### src/rtl/instr_prefetch_queue.sv
// instr_prefetch_queue: circular instruction FIFO feeding ESM one registered, pre-decoded word per cycle,
// substituting a NOP bubble whenever the queue runs dry.
module instr_prefetch_queue #(
  parameter int Instruction_word_size = 32,
  parameter int depth = 8,
  parameter logic [Instruction_word_size-1:0] NOP = 32'h00000013
) (
  input  logic                             clk,
  input  logic                             rst,
  input  logic                             flush,
  input  logic                             stall,
  input  logic                             in_valid,
  input  logic [Instruction_word_size-1:0] in_instr,
  output logic                             in_ready,
  output logic [Instruction_word_size-1:0] Instr_out,
  output logic                             RegWrite,
  output logic                             ALUSrc,
  output logic                             out_valid,
  output logic [$clog2(depth):0]           count,
  output logic                             illegal_seen
);
  localparam int AW = $clog2(depth);
  localparam logic [AW:0] FULL = (AW+1)'(depth);
  logic [Instruction_word_size-1:0] mem [depth];
  logic [AW-1:0] wr_ptr, rd_ptr;
  logic [Instruction_word_size-1:0] head;
  logic push, pop, dec_rw, dec_as, dec_ok;
  assign in_ready = count != FULL;
  assign push = in_valid && in_ready && !flush;
  assign pop = !stall && !flush && count != '0;
  assign head = mem[rd_ptr];
  always_comb begin
    dec_rw = 1'b0;
    dec_as = 1'b0;
    dec_ok = 1'b1;
    case (head[6:0])
      7'b0110011: dec_rw = 1'b1;
      7'b0010011, 7'b0000011, 7'b0110111, 7'b0010111, 7'b1101111, 7'b1100111: {dec_rw, dec_as} = 2'b11;
      7'b0100011: dec_as = 1'b1;
      7'b1100011: dec_ok = 1'b1;
      default: dec_ok = 1'b0;
    endcase
  end
  always_ff @(posedge clk) if (push) mem[wr_ptr] <= in_instr;
  always_ff @(posedge clk or negedge rst) begin
    if (!rst) begin
      wr_ptr <= '0;
      rd_ptr <= '0;
      count <= '0;
      Instr_out <= NOP;
      RegWrite <= 1'b0;
      ALUSrc <= 1'b0;
      out_valid <= 1'b0;
      illegal_seen <= 1'b0;
    end else if (flush) begin
      wr_ptr <= '0;
      rd_ptr <= '0;
      count <= '0;
      Instr_out <= NOP;
      RegWrite <= 1'b0;
      ALUSrc <= 1'b0;
      out_valid <= 1'b0;
    end else begin
      if (push) wr_ptr <= wr_ptr + 1'b1;
      if (pop) rd_ptr <= rd_ptr + 1'b1;
      count <= count + (AW+1)'(push) - (AW+1)'(pop);
      if (!stall) begin
        Instr_out <= pop ? head : NOP;
        RegWrite <= pop && dec_rw;
        ALUSrc <= pop && dec_as;
        out_valid <= pop;
      end
      if (pop && !dec_ok) illegal_seen <= 1'b1;
    end
  end
endmodule
### config.mk
export PLATFORM = sky130hd
export DESIGN_NAME = instr_prefetch_queue
export DESIGN_NICKNAME = d
export VERILOG_FILES = /design/src/rtl/instr_prefetch_queue.sv
export SDC_FILE = /design/constraint.sdc
export NUM_CORES = 1
export LEC_CHECK = 0
export CORE_MARGIN = 2
export CORE_UTILIZATION = 58
export DETAILED_ROUTE_END_ITERATION = 8
export GPL_TIMING_DRIVEN = 1
export HOLD_SLACK_MARGIN = 0.02
export PLACE_DENSITY = 0.85
export SYNTH_ARGS = -nofsm -noshare
export SYNTH_HDL_FRONTEND = slang
export SYNTH_SLANG_ARGS = --single-unit
### constraint.sdc
create_clock -name clk -period 5.1 [get_ports clk]
set_input_delay 0.51 -clock clk [delete_from_list [all_inputs] [get_ports clk]]
set_output_delay 0.51 -clock clk [all_outputs]
set_load 0.02 [all_outputs]
Word-level counts from Yosys, hierarchy flattened
Memory sizes are Yosys's and may differ from the RTL's.
Cells that the tools add are included.
{"block": "word_totals", "word_cells": 61, "ramBits": 256, "memories": 1, "reg_bits": 46, "in_bits": 37, "out_inout_bits": 41}
{"block": "classes", "bitwise": 1, "reduce_logical": 17, "add_sub_neg": 4, "n_mux": 19, "eq_ne": 11}
{"name": "mem", "depth": 8, "word_bits": 32, "rd": 1, "rd_ports_with_merged_regs": 0, "wr": 1, "line": "24", "source": "logic [Instruction_word_size-1:0] mem [depth];"}
{"operator": "$mux 32", "count": 3}
{"operator": "$eq 7x6->1 const B", "count": 3}
{"operator": "$eq 7x7->1 const B", "count": 3}
{"operator": "$eq 7x5->1 const B", "count": 2}
{"operator": "$reduce_or 7->1", "count": 2}
{"operator": "$mux 3", "count": 4}
{"operator": "$mux 1", "count": 11}
{"operator": "$reduce_or 9->1", "count": 1}
{"operator": "$eq 7x2->1 const B", "count": 1}
{"operator": "$logic_and 1x1->1", "count": 7}
{"operator": "$add 3x1->3 const B", "count": 2}
{"operator": "$add 4x1->4", "count": 1}
{"operator": "$mux 4", "count": 1}
{"operator": "$ne 4x4->1 const B", "count": 1}
{"operator": "$reduce_bool 2->1", "count": 2}
{"operator": "$reduce_bool 4->1", "count": 1}
{"operator": "$sub 4x1->4", "count": 1}
{"operator": "$logic_not 1->1", "count": 3}
{"operator": "$ne 2x2->1 const B", "count": 1}
{"operator": "$reduce_and 2->1", "count": 1}
{"operator": "$not 1->1", "count": 1}

Longest topological paths before layout
Gate-level depths: netlist of run 1.
An unclocked memory read counts as a cell.
{"block": "depth", "ltp_word": 7, "depth_mapped": 13, "mapped_depth_nobuf": 12}

Least setup slack after synthesis of run 1
No wires, ideal clock.
{"block": "synth_timing", "path_kind": "reg-to-reg", "startpoint": "register count[2]", "endpoint": "memory mem[0][0] (enable)", "setup_slack_ps": 1013, "n_path_buf": 0, "period_less_slack_ps": 4087, "setup_ps": 461, "t_arrival_ps": 3626, "path_stages_with_launch": 7, "cell_sequence": "dfrtp_1 inv_1 ha_1 nand2_1 nand3_1 or2_2 nor3_1"}
{"block": "synth_between", "elab_chain_len": 5}
{"item": "from (decl)", "line": "19", "source": "output logic [$clog2(depth):0] count,"}
{"item": "from (signal assigned)", "line": "66", "source": "count <= count + (AW+1)'(push) - (AW+1)'(pop);"}
{"item": "$ne 4x4->1", "line": "28", "source": "assign in_ready = count != FULL;"}
{"item": "net in_ready", "line": "14", "source": "output logic in_ready,"}
{"item": "$logic_and 1x1->1 (2 in a row)", "line": "29", "source": "assign push = in_valid && in_ready && !flush;"}
{"item": "$mux 1", "line": "44", "source": "always_ff @(posedge clk) if (push) mem[wr_ptr] <= in_instr;"}
{"item": "$mux 1 (not written as such)", "line": "44"}
{"item": "to (decl)", "line": "24"}
The timed path passes the listed nets, and every way through them passes these cells.

Final worst setup path of run 1
{"block": "layout_timing", "startpoint": "register count[2]", "endpoint": "register count[2]"}
{"block": "layout_between", "elab_chain_len": 6}
{"item": "$ne 4x4->1", "line": "28"}
{"item": "$logic_and 1x1->1 (2 in a row)", "line": "29"}
{"item": "$add 4x1->4", "line": "66"}
{"item": "$sub 4x1->4 *", "line": "66"}
{"item": "$mux 4 *", "line": "55", "source": "end else if (flush) begin"}
Every way passes the cells marked *; elsewhere a longest branch is shown, timed or not.
A chain may end at the register's enable or synchronous reset.

==> results.py, run 1 <==
metrics = {
    "global_routing": {
        "gr-total-overflow": 0,
        "antenna_found_initial": 0,
        "grt_use_total_pct": 22.2,
        "grt_max_degree": 47,
        "grt_pass1_vias": 6130,
        "grt_pass1_wl_um": 35900,
    },
    "timing": {
        "fin_skew_ns": 0.0118,
        "setup_viol_count_final": 0,
        "report.final.slew_viol_count": 0,
        "min_period_over_period_pct": 64.9,
        "post-route-min-period_ns": 3.31,
        "tns_ns": 0,
        "fmax_ghz": 0.302,
        "relSlewSlack_pct": 17.8,
        "finalHoldViolations": 0,
        "max_slew.worst_pin.slew_ns": 1.23,
        "rsz0062_at_grt": "no",
    },
    "clocking": {
        "clock_latency_ns": 0.53,
        "clk_path_buf_depth": 3,
        "cts.sinks": 302,
        "clkTransAtPathRegs_ns": 0.06,
        "post-cts-setup-buffers": 0,
        "root_buffer": "clkbuf_16",
        "htree_levels": 1,
        "cts_tree": "built",
        "cts_buffers": 29,
        "holdBufCountCts": 0,
        "cts_resized": 0,
    },
    "drt": {
        "wire_per_inst_um": 24.0,
        "drt_iter0_drc": 491,
        "finalWirelength_um": 22800,
        "postRouteAntennaNets": 0,
        "wl_met3_um": 1270,
        "highest_layer": "met4",
        "first_pass_iters": 5,
        "routed_via_density": 6.02,
        "wl_met1_um": 9170,
        "drc": 0,
        "routed-wl-met2_um": 11800,
        "dr_total_vias": 5703,
    },
    "logic_synthesis": {
        "synth_flop_cell": "edfxtp_1",
        "ys_seq_elements": 302,
        "async_flop_share_pct": 15.2,
        "synthMuxAreaShare_pct": 15.7,
        "synth_fp_nets": 616,
        "ys_top_cells_by_area": "edfxtp_1, mux4_2, dfrtp_1",
        "synth_compound_area_share_pct": 2.18,
        "yosysSeqAreaShare_pct": 76.2,
        "synth_cells": 570,
        "avgSynthCellArea_um2": 20.3,
        "yosysWarnings": 0,
        "synth_top_family_by_area": "multiplexers",
        "synthAdderAreaFrac_pct": 1.04,
        "yosysTopAreaCell": "edfxtp_1",
        "synth-edff-count": 256,
        "yosysTopAreaCellShare_pct": 66.3,
        "synth-simple-area-share_pct": 3.04,
        "yosysUniqueCellTypes": 44,
        "synth_xor_area_share_pct": 0.453,
        "synth_area_um2": 11600,
    },
    "min_path": {
        "hold_path.class": "in -> async",
    },
    "power_and_ir_drop": {
        "ir_drop_mv": 0.302,
        "leakagePower_uw": 0.00448,
        "power.density_nw_per_um2": 471,
        "power_uw": 6450,
    },
    "placement": {
        "port_buffers": 77,
        "dp_hpwl_um": 12600,
        "gp_congestion": 0.767,
        "placed_cells": 895,
    },
    "floorplan": {
        "die_w_um": 145,
        "initial_core_util_pct": 59.4,
        "num_io_pins": 78,
        "die_area_um2": 21100,
        "rows": 51,
        "core_um2": 19500,
        "die_h_um": 145,
    },
    "final_layout": {
        "fillCellCount": 1211,
        "final_common_cell": "edfxtp_1",
        "final_util_pct": 70.0,
        "syn_to_final_growth_pct": 17.9,
        "drive_above_1_share_pct": 20.9,
        "fin_cells": 948,
        "final_net_count": 707,
        "n_antenna_cell": 0,
        "final_cell_mix": "edfxtp_1, clkdlybuf4s50_1, mux4_2",
    },
    "critical_path": {
        "worst_ep_required_time_ns": 5.49,
        "cp.arrival_ns": 3.70,
        "r2r-end": "count[2]$_DFF_PN0_",
        "end_kind": "flop",
        "critPathLaunchType": "flop",
        "critPathKind": "reg -> reg",
        "reg2reg_depth": 12,
        "reg2reg_from": "count[2]$_DFF_PN0_",
        "crit_path_max_fanout": 29,
        "rrSetupSlack_ns": 1.79,
    },
    "run_status": {
        "status": "completed",
    },
    "flow_run": {
        "maxCapViolCount": 0,
    },
}
[through the flow]
stage	instance area [µm²]	setup WS, ns	hold slack, ns
final	13700	1.79	0.0982
after global routing	13700	1.57	0.148
after CTS	13700	1.79	0.113
after detailed placement	12700	1.43	0.474
after global placement	12700	1.70	0.466
after floorplan	11600	1.01	0.214
[routing by layer]
metal	track usage [%]	up-vias
li1	-	2455
met1	30.5	3001
met2	37.8	208
met3	3.23	39
met4	6.47	0
met5	0	-
[report_power, final]
group	switching, µW	internal, µW	leakage [µW]
registers	185	2840	0.00292
clock network	878	1300	0.000476
logic	584	659	0.00109
[worst max path at each step]
stage	from	endpoint	cells past startpoint
6_report	count[2]$_DFF_PN0_	count[2]$_DFF_PN0_	12
5_1_grt	count[2]$_DFF_PN0_	count[2]$_DFF_PN0_	12
4_1_cts	count[2]$_DFF_PN0_	count[2]$_DFF_PN0_	12
3_5_place_dp	flush	count[2]$_DFF_PN0_	11
3_3_place_gp	flush	count[2]$_DFF_PN0_	11
2_1_floorplan	count[2]$_DFF_PN0_	mem[0][0]$_DFFE_PP_	6
[area by class of cell]
class | count | area (µm²) | share of cell area (%)
clock buffers | 36 | 792 | 5.79
clock inverters | 17 | 195 | 1.43
inverters | 8 | 30.0 | 0.220
multi-input cells | 235 | 2650 | 19.4
flip-flops and latches | 302 | 8850 | 64.7
well taps | 265 | 332 | 2.42
repair buffers | 85 | 826 | 6.04
[synth_stat cells, types with 2 or more instances]
cell / instances
a21oi_1: 6
nor3_1: 2
xor2_1: 3
mux4_1: 3
nor2_1: 19
mux2i_1: 29
a21o_1: 3
o21ai_0: 26
buf_2: 11
mux2_2: 2
dfstp_2: 3
inv_1: 7
xnor2_1: 3
dfrtp_1: 43
nand3_1: 9
edfxtp_1: 256
nand2_1: 39
mux2_4: 2
clkbuf_1: 10
ha_1: 8
mux4_2: 61
nor2b_1: 2
nand2b_1: 2
[critical path, stage by stage, from the launching register on]
cell and delay (ns):
dfrtp_1 0.38, inv_1 0.10, ha_1 0.18, or3b_2 0.44, nand3_1 0.11, buf_4 0.37
clkinv_1 0.30, ha_1 0.35, inv_1 0.04, ha_1 0.22, fa_1 0.42, xnor2_1 0.18
nor2_1 0.08
[registers in the layout, summed over array words and instances (netlist names)]
signal and cells:
ALUSrc 1, rd_ptr 3, RegWrite 1, illegal_seen 1, out_valid 1, mem 256
wr_ptr 3, count 4, Instr_out 32
[cell families (layout without fill, tap and decap cells)]
family | count (synthesis) | count (layout)
compound gates | 41 | 41
simple gates | 81 | 81
mux | 98 | 98
flops | 302 | 302
fa+ha+maj | 9 | 9
buf+inv | 33 | 146
xor+xnor | 6 | 6
Power figures use the tool's default switching activity.
==> run 2: changes to the inputs <==
- CORE_UTILIZATION: 58 -> 53
- PLACE_DENSITY: 0.85 -> 0.82
- clock period: 5.1 -> 3 ns (I/O delays scaled with it)
==> run 2 against run 1 <==
Against the previous run:
- sequential share of layout area is 0.66 points lower
- cell count is 2.4% higher
- non-clock buffer count is 10 higher
- count of clock-buffer cells in the layout is 3 higher
- critical path depth is 1 lower
- worst hold slack better by 0.30 ns
- register-to-register slack worse by 1.6 ns
- critical endpoint unchanged
- largest cell class unchanged
- largest power group unchanged
==> results.py, run 2 (same netlist as run 1, synthesis figures left out) <==
metrics = {
    "global_routing": {
        "grt_pass1_wl_um": 36000,
        "grt_max_degree": 49,
        "grt_use_total_pct": 20.4,
        "grt_pass1_vias": 6180,
        "antenna_found_initial": 1,
        "gr-total-overflow": 0,
    },
    "power_and_ir_drop": {
        "power_uw": 10800,
        "ir_drop_mv": 0.416,
        "power.density_nw_per_um2": 779,
        "leakagePower_uw": 0.00451,
    },
    "timing": {
        "finalHoldViolations": 0,
        "post-route-min-period_ns": 2.83,
        "max_slew.worst_pin.slew_ns": 0.821,
        "min_period_over_period_pct": 94.3,
        "hold_ws_ns": 0.398,
        "worst_slack_ns": 0.170,
        "report.final.slew_viol_count": 0,
        "fin_skew_ns": 0.00897,
        "relSlewSlack_pct": 45.3,
        "fmax_ghz": 0.353,
        "rsz0062_at_grt": "no",
        "setup_viol_count_final": 0,
    },
    "final_layout": {
        "reg.largest.list": "mem (256), Instr_out (32), count (4)",
        "largest_reg_flops": 256,
        "final_cell_mix": "edfxtp_1, clkdlybuf4s50_1, mux4_2",
        "regMostFlops": "mem",
        "fillCellCount": 1385,
        "final_net_count": 715,
        "drive_above_1_share_pct": 21.3,
        "final_common_cell": "edfxtp_1",
        "syn_to_final_growth_pct": 19.1,
    },
    "critical_path": {
        "cp.arrival_ns": 3.27,
        "crit_path_max_fanout": 8,
        "end_kind": "flop",
        "critPathKind": "reg -> reg",
        "critPathLaunchType": "flop",
        "worst_ep_required_time_ns": 3.44,
    },
    "clocking": {
        "clk_path_buf_depth": 3,
        "cts_tree": "built",
        "htree_levels": 1,
        "root_buffer": "clkbuf_16",
        "clock_latency_ns": 0.53,
        "cts_buffers": 27,
        "cts.sinks": 302,
        "holdBufCountCts": 1,
        "clkTransAtPathRegs_ns": 0.06,
        "post-cts-setup-buffers": 0,
        "cts_resized": 0,
    },
    "placement": {
        "port_buffers": 77,
        "place_ws_ns": 0.214,
        "dp_hpwl_um": 12700,
        "gp_congestion": 0.776,
    },
    "floorplan": {
        "die_area_um2": 23100,
        "num_io_pins": 78,
        "die_h_um": 152,
        "initial_core_util_pct": 53.6,
        "rows": 54,
        "core_um2": 21600,
        "die_w_um": 152,
    },
    "run_status": {
        "status": "completed",
    },
    "flow_run": {
        "maxCapViolCount": 0,
    },
    "drt": {
        "drc": 0,
        "drt_iter0_drc": 548,
        "wire_per_inst_um": 23.9,
        "first_pass_iters": 4,
        "postRouteAntennaNets": 0,
        "finalWirelength_um": 23200,
        "dr_total_vias": 5777,
        "routed_via_density": 5.95,
    },
    "min_path": {
        "hold_path.class": "in -> async",
    },
}
==> run 2: power by group <==
group	internal, µW	switching [µW]	total, µW
clock network	2050	1430	3470
registers	4820	224	5050
logic	1150	1090	2240
==> run 2: final timing paths <==
path / endpoint / startpoint / slack (ns) / depth (start not counted)
min reg2reg: Instr_out[24]$_DFFE_PN0P_ / Instr_out[24]$_DFFE_PN0P_ / 0.48 / 2
min: RegWrite$_DFFE_PN0P_ / rst / 0.40 / 2
min in group clk: Instr_out[24]$_DFFE_PN0P_ / Instr_out[24]$_DFFE_PN0P_ / 0.48 / 2
max reg2reg: count[2]$_DFF_PN0_ / count[2]$_DFF_PN0_ / 0.17 / 11
max: count[2]$_DFF_PN0_ / count[2]$_DFF_PN0_ / 0.17 / 11
max in group asynchronous: Instr_out[30]$_DFFE_PN0P_ / rst / 1.83 / 3
==> run 2: per-layer routing <==
layer / part of all wire, % / GRT usage (%)
met5: 0 / 0
met2: 51 / 34.9
met1: 39 / 26.6
met4: 1.8 / 6.32
met3: 7.6 / 4.48
==> run 2: layout make-up <==
class | count | area [µm²] | share of cell area [%]
sequential | 302 | 8850 | 64.0
multi-input combinational | 235 | 2670 | 19.3
timing repair buffer | 95 | 1000 | 7.26
clock buffer | 39 | 771 | 5.58
tap | 280 | 350 | 2.54
clock inverter | 10 | 138 | 0.996
inverter | 8 | 30.0 | 0.217
antenna | 2 | 5.00 | 0.0362
==> run 2: worst max-delay path: stages, from the launching register on <==
cell      delay (ns)
dfrtp_1         0.39
inv_1           0.11
ha_1            0.20
or3b_2          0.46
nand3_1         0.12
clkinv_1        0.22
ha_1            0.35
inv_1           0.04
ha_1            0.20
fa_1            0.41
xnor2_1         0.13
nor2_1          0.12
==> run 2: through the flow <==
step	instances	cell area, µm²	util, %	setup TNS [ns]
6_report	971	13800	63.9	0
5_1_grt	969	13800	63.9	0
4_1_cts	969	13800	63.9	0
3_5_place_dp	919	12900	59.6	0
3_3_place_gp	919	12900	59.6	0
2_1_floorplan	570	11600	-	-25.21
